<file path="src/rtl/genius_param_seq.sv">
// Parametrised sequence-memory game controller: plays back a growing one-hot
// sequence on the LEDs, then checks the player's presses against it round by round.
module genius_param_seq #(
  parameter int unsigned N_BOTOES       = 4,
  parameter int unsigned DEPTH          = 16,
  parameter int unsigned DEMO_RODADAS   = 4,
  parameter int unsigned TIMEOUT_CICLOS = 5000,
  parameter int unsigned LED_CICLOS     = 500
) (
  input  logic                      clock,
  input  logic                      reset,
  input  logic                      jogar,
  input  logic [N_BOTOES-1:0]       botoes,
  input  logic                      modo,
  output logic                      ganhou,
  output logic                      perdeu,
  output logic                      timeout,
  output logic                      pronto,
  output logic [N_BOTOES-1:0]       leds,
  output logic [3:0]                db_estado,
  output logic [$clog2(DEPTH)-1:0]  db_rodada,
  output logic [$clog2(DEPTH)-1:0]  db_jogada,
  output logic                      db_modo
);

  localparam int unsigned RW = $clog2(DEPTH);
  localparam int unsigned TW = $clog2(TIMEOUT_CICLOS + 1);
  localparam int unsigned LW = $clog2(LED_CICLOS + 1);

  localparam logic [RW-1:0] ULT_NORMAL = RW'(DEPTH - 1);
  localparam logic [RW-1:0] ULT_DEMO   = RW'(DEMO_RODADAS - 1);
  localparam logic [TW-1:0] TMO_FIM    = TW'(TIMEOUT_CICLOS - 1);
  localparam logic [LW-1:0] LED_FIM    = LW'(LED_CICLOS - 1);

  typedef enum logic [3:0] {
    INICIAL     = 4'd0,
    PREPARA     = 4'd1,
    MOSTRA      = 4'd2,
    INTERVALO   = 4'd3,
    ESPERA      = 4'd4,
    COMPARA     = 4'd5,
    PROX_JOGADA = 4'd6,
    PROX_RODADA = 4'd7,
    FIM_GANHOU  = 4'd8,
    FIM_PERDEU  = 4'd9,
    FIM_TIMEOUT = 4'd10
  } estado_t;

  estado_t               estado_q, estado_d;
  logic [RW-1:0]         rodada_q, rodada_d;
  logic [RW-1:0]         jogada_q, jogada_d;
  logic [TW-1:0]         tmo_q, tmo_d;
  logic [LW-1:0]         led_q, led_d;
  logic                  modo_q, modo_d;
  logic [N_BOTOES-1:0]   jogada_reg_q;
  logic                  press_q;

  logic                  press;
  logic                  evento;
  logic [N_BOTOES-1:0]   item;
  logic                  acerto;
  logic                  tmo_fim;
  logic                  led_fim;
  logic                  ultima;

  // Item k lights button (k mod N_BOTOES); derived from the index, no storage.
  function automatic logic [N_BOTOES-1:0] item_de(input logic [RW-1:0] k);
    int unsigned ki;
    ki = 32'(k) % N_BOTOES;
    return N_BOTOES'(1) << ki;
  endfunction

  always_comb begin
    press   = |botoes;
    evento  = press & ~press_q;
    item    = item_de(jogada_q);
    acerto  = (jogada_reg_q == item);
    tmo_fim = (tmo_q == TMO_FIM);
    led_fim = (led_q == LED_FIM);
    ultima  = (rodada_q == (modo_q ? ULT_DEMO : ULT_NORMAL));
  end

  always_comb begin
    estado_d = estado_q;
    rodada_d = rodada_q;
    jogada_d = jogada_q;
    tmo_d    = '0;
    led_d    = '0;
    modo_d   = modo_q;
    leds     = '0;

    case (estado_q)
      INICIAL, FIM_GANHOU, FIM_PERDEU, FIM_TIMEOUT: begin
        if (jogar) begin
          estado_d = PREPARA;
          rodada_d = '0;
          jogada_d = '0;
        end
      end
      PREPARA: begin
        modo_d   = modo;
        rodada_d = '0;
        jogada_d = '0;
        estado_d = MOSTRA;
      end
      MOSTRA: begin
        leds = item;
        if (led_fim) estado_d = INTERVALO;
        else         led_d    = led_q + 1'b1;
      end
      INTERVALO: begin
        if (!led_fim) begin
          led_d = led_q + 1'b1;
        end else if (jogada_q == rodada_q) begin
          jogada_d = '0;
          estado_d = ESPERA;
        end else begin
          jogada_d = jogada_q + 1'b1;
          estado_d = MOSTRA;
        end
      end
      ESPERA: begin
        leds = botoes;
        // A press on the last allowed cycle still counts.
        if (evento)       estado_d = COMPARA;
        else if (tmo_fim) estado_d = FIM_TIMEOUT;
        else              tmo_d    = tmo_q + 1'b1;
      end
      COMPARA: begin
        if (!acerto)                   estado_d = FIM_PERDEU;
        else if (jogada_q < rodada_q)  estado_d = PROX_JOGADA;
        else if (ultima)               estado_d = FIM_GANHOU;
        else                           estado_d = PROX_RODADA;
      end
      PROX_JOGADA: begin
        jogada_d = jogada_q + 1'b1;
        estado_d = ESPERA;
      end
      PROX_RODADA: begin
        rodada_d = rodada_q + 1'b1;
        jogada_d = '0;
        estado_d = MOSTRA;
      end
      default: estado_d = INICIAL;
    endcase
  end

  always_ff @(posedge clock) begin
    if (reset) begin
      estado_q     <= INICIAL;
      rodada_q     <= '0;
      jogada_q     <= '0;
      tmo_q        <= '0;
      led_q        <= '0;
      modo_q       <= 1'b0;
      jogada_reg_q <= '0;
      press_q      <= 1'b0;
    end else begin
      estado_q <= estado_d;
      rodada_q <= rodada_d;
      jogada_q <= jogada_d;
      tmo_q    <= tmo_d;
      led_q    <= led_d;
      modo_q   <= modo_d;
      press_q  <= press;
      if (evento) jogada_reg_q <= botoes;
    end
  end

  always_comb begin
    ganhou    = (estado_q == FIM_GANHOU);
    perdeu    = (estado_q == FIM_PERDEU);
    timeout   = (estado_q == FIM_TIMEOUT);
    pronto    = ganhou | perdeu | timeout;
    db_estado = estado_q;
    db_rodada = rodada_q;
    db_jogada = jogada_q;
    db_modo   = modo_q;
  end

endmodule
</file>
<file path="config.mk">
export PLATFORM = sky130hd
export DESIGN_NAME = genius_param_seq
export DESIGN_NICKNAME = d
export VERILOG_FILES = /design/src/rtl/genius_param_seq.sv
export SDC_FILE = /design/constraint.sdc
export NUM_CORES = 1
export LEC_CHECK = 0
export BUFFER_PORTS_ARGS = -buffer_cell sky130_fd_sc_hd__buf_2
export CORE_UTILIZATION = 45
export CTS_CLUSTER_SIZE = 40
export DETAILED_ROUTE_END_ITERATION = 12
export PLACE_DENSITY = 0.74
export SETUP_SLACK_MARGIN = 0.02
export SYNTH_ARGS = -nofsm -noshare
export SYNTH_HDL_FRONTEND = slang
export SYNTH_SLANG_ARGS = --single-unit
</file>
<file path="constraint.sdc">
create_clock -name clock -period 4.6 [get_ports clock]
set_input_delay 0.23 -clock clock [delete_from_list [all_inputs] [get_ports clock]]
set_output_delay 0.23 -clock clock [all_outputs]
set_load 0.005 [all_outputs]
</file>
==> impl_metrics.toml <==
[outcome]
status = "complete, no violations"

[power]
switching_share_pct = 34.2
p_leak_uw = 0.000964
cellPowerDensity_nw_per_um2 = 385
irDropWorstVdd_v = 0.000167
clock_power_share_pct = 29.1
p_int_uw = 646
seqPwrFrac_pct = 43.0
p_comb_share_pct = 28.0
p_switching_uw = 336

[clock_tree]
clkTransAtPathRegs_ns = 0.08
post_cts_buffers = 0
holdBufCountCts = 0
numCtsBuffers = 5
clockBufferDepth = 2
clkSinkCount = 40
cts_root_buf = "clkbuf_8"
post_cts_resized = 0
cts_max_level = 2
cts_tree = "built"
clk_latency_ns = 0.30

[critical_path]
start_kind = "flip-flop"
slowest_stage = "dfxtp_1"
rr_endpoint = "tmo_q[3]"
rrSetupSlack_ns = 2.24
crit_type = "reg2reg"
slowest_delay_ns = 0.70
endpoint_kind = "flip-flop"
crit_path_cell_trace = "nor2b_1 > o2111ai_1 > or3_1 > nor2_1"
reg2reg_depth = 4
timing.rr.start = "db_estado[2]"
cp.required_ns = 4.84
cp_max_fo = 20
crit_arrival_ns = 2.60

[yosys]
synthDistinctLibCells = 48
synth_area_leader_cell = "dfxtp_1"
synth_ff_type = "dfxtp_1"
synth_cells = 275
synth_edf_count = 0
async_reset_ff_share_pct = 0
synth-seq-area-share_pct = 35.1
synth.avg_cell_area_um2 = 8.30
synth_area_leaders = "dfxtp_1 35%, nor2_1 7.9%, ha_1 6.0%, xnor2_1 5.4%, xor2_1 4.6%"
synthesis.nets = 294
yosys_warnings = 0
synth_seq_cells = 40
synth.top_cell.area_share_pct = 35.1
netlist_area_um2 = 2280

[drt]
dr.pass1.iters = 4
routed_via_density = 5.35
wire_per_inst_um = 13.2
route.vias.total = 1943
drt.antenna.violating_nets = 0
drt_iter0_drc = 124
totalWireLength_um = 4780
drc = 0

[job]
max_cap_violations = 0

[timing]
slew_viol_final = 0
final.setup.tns_ns = 0
worst_pin_slew_ns = 0.673
maxSlewHeadroom_pct = 55.0
rsz0062_at_grt = "no"
min_period_over_period_pct = 51.3
fin_skew_ns = 0.00825
setup_viol = 0
final_hold_viol_count = 0
timing.final.crit_period_ns = 2.36
fmax_mhz = 423

[floorplanning]
dieWidth_um = 73.2
die_area_um2 = 5360
start_util_pct = 47.7
die_y_um = 73.2
core_um2 = 4790
fp-row-count = 25
io_pins = 29

[place]
place_inst = 355
port_buffers = 28
dpl-instance-area_um2 = 2440
routabilityCongestion = 0.820
dp_hpwl_um = 3390

[layout]
syn_to_final_growth_pct = 11.7
final_util_pct = 53.3
final_cells = 363
nets = 314
drive_gt1_share_pct = 14.2
diodes = 0
fin_area_um2 = 2550

[grt]
grt_max_degree = 23
grt_pass1_wl_um = 8310
grt_overflow = 0
antenna_found_initial = 0
grt_pass1_vias = 1758
grt.total_usage_pct = 20.2

[hold_path]
min_to = "db_modo"
holdCritStartpoint = "modo"
worstHoldPathType = "in2reg"
min_path_cells = 3
-- per-layer routing --
| layer | up-vias | track usage [%] | part of all wire, % |
|---|---|---|---|
| li1 | 998 | - | - |
| met1 | 905 | 27.6 | 48 |
| met2 | 34 | 30.7 | 46 |
| met3 | 6 | 5.52 | 4.4 |
| met4 | 0 | 6.54 | 1.5 |
| met5 | - | 0 | 0 |
-- cells by family after synthesis --
logic type | Yosys count | share of synthesized area, %
and+or+nand+nor | 119 | 27.1
muxes | 6 | 2.63
xor gates and xnor gates | 26 | 9.98
adders and majority gates | 11 | 6.03
AOI/OAI and AO/OA | 49 | 14.9
buffers and inverters | 24 | 4.28
DFF | 40 | 35.1
-- final cells by class --
| class | count | area (µm²) |
|---|---|---|
| fillers | 481 | 2240 |
| multi-input cells | 211 | 1380 |
| flip-flops and latches | 40 | 801 |
| repair buffers | 28 | 140 |
| well taps | 67 | 83.8 |
| clock buffers | 6 | 72.6 |
| clock inverters | 2 | 35.0 |
| inverters | 9 | 33.8 |
-- metrics by stage --
| stage | power, µW | hold slack (ns) | setup slack, ns |
|---|---|---|---|
| floorplan | 631 | 0.369 | 2.83 |
| global placement | 696 | 0.429 | 2.38 |
| detailed placement | 701 | 0.448 | 2.26 |
| CTS | 987 | 0.171 | 2.23 |
| global route | 1050 | 0.178 | 1.95 |
| finish | 982 | 0.172 | 2.24 |
-- state kept, by name, summed over array words and instances, names as in the netlist --
name and flops:
db_modo 1, press_q 1, led_q 9, db_estado 4
db_rodada 4, db_jogada 4, tmo_q 13, jogada_reg_q 4
-- synth_stat cells (3+ instances only) --
cell,n
a211oi_1,3
a21oi_1,10
a22oi_1,5
and3_1,4
buf_2,3
clkbuf_1,11
dfxtp_1,40
ha_1,11
inv_1,9
mux2i_1,6
nand2_1,9
nand2b_1,3
nand3_1,11
nand4_1,4
nor2_1,48
nor2b_1,9
nor3_1,11
o2111ai_1,3
o211ai_1,4
o21ai_0,5
o21ai_1,3
o21bai_1,4
or3_1,5
xnor2_1,14
xor2_1,12
-- worst max-delay path by stage --
stage,startpoint,to,slack (ns),cells after the start
floorplan,tmo_q[10],db_estado[3],2.83,5
global placement,db_estado[2],tmo_q[5],2.38,4
detailed placement,db_estado[2],tmo_q[4],2.26,4
CTS,db_estado[2],tmo_q[3],2.23,4
global route,db_estado[2],tmo_q[1],1.95,4
finish,db_estado[2],tmo_q[3],2.24,4
-- worst max-delay path, delay by kind of cell (launching register included) --
kind	cells	cell delay (ns)
AO/OA/AOI/OAI	1	0.27
AND/OR/NAND/NOR	3	1.33
flip-flops	1	0.70
-- placed cells by master (no fill, tap or decap), drive strengths merged, types with 10 or more instances in the layout --
cell type,Yosys,layout
buf,4,28
dfxtp,40,40
a21oi,10,10
ha,11,11
nor3,11,11
xor2,12,12
nand3,11,11
nor2,48,48
xnor2,14,14
-- power by group through the flow --
stage / Combinational (µW) / Clock [µW] / Sequential [µW]
detailed placement: 271 / 0 / 430
floorplan: 239 / 0 / 392
finish: 275 / 285 / 422
global route: 309 / 308 / 428
global placement: 269 / 0 / 427
CTS: 274 / 291 / 422
(Power assumes the default switching activity.)
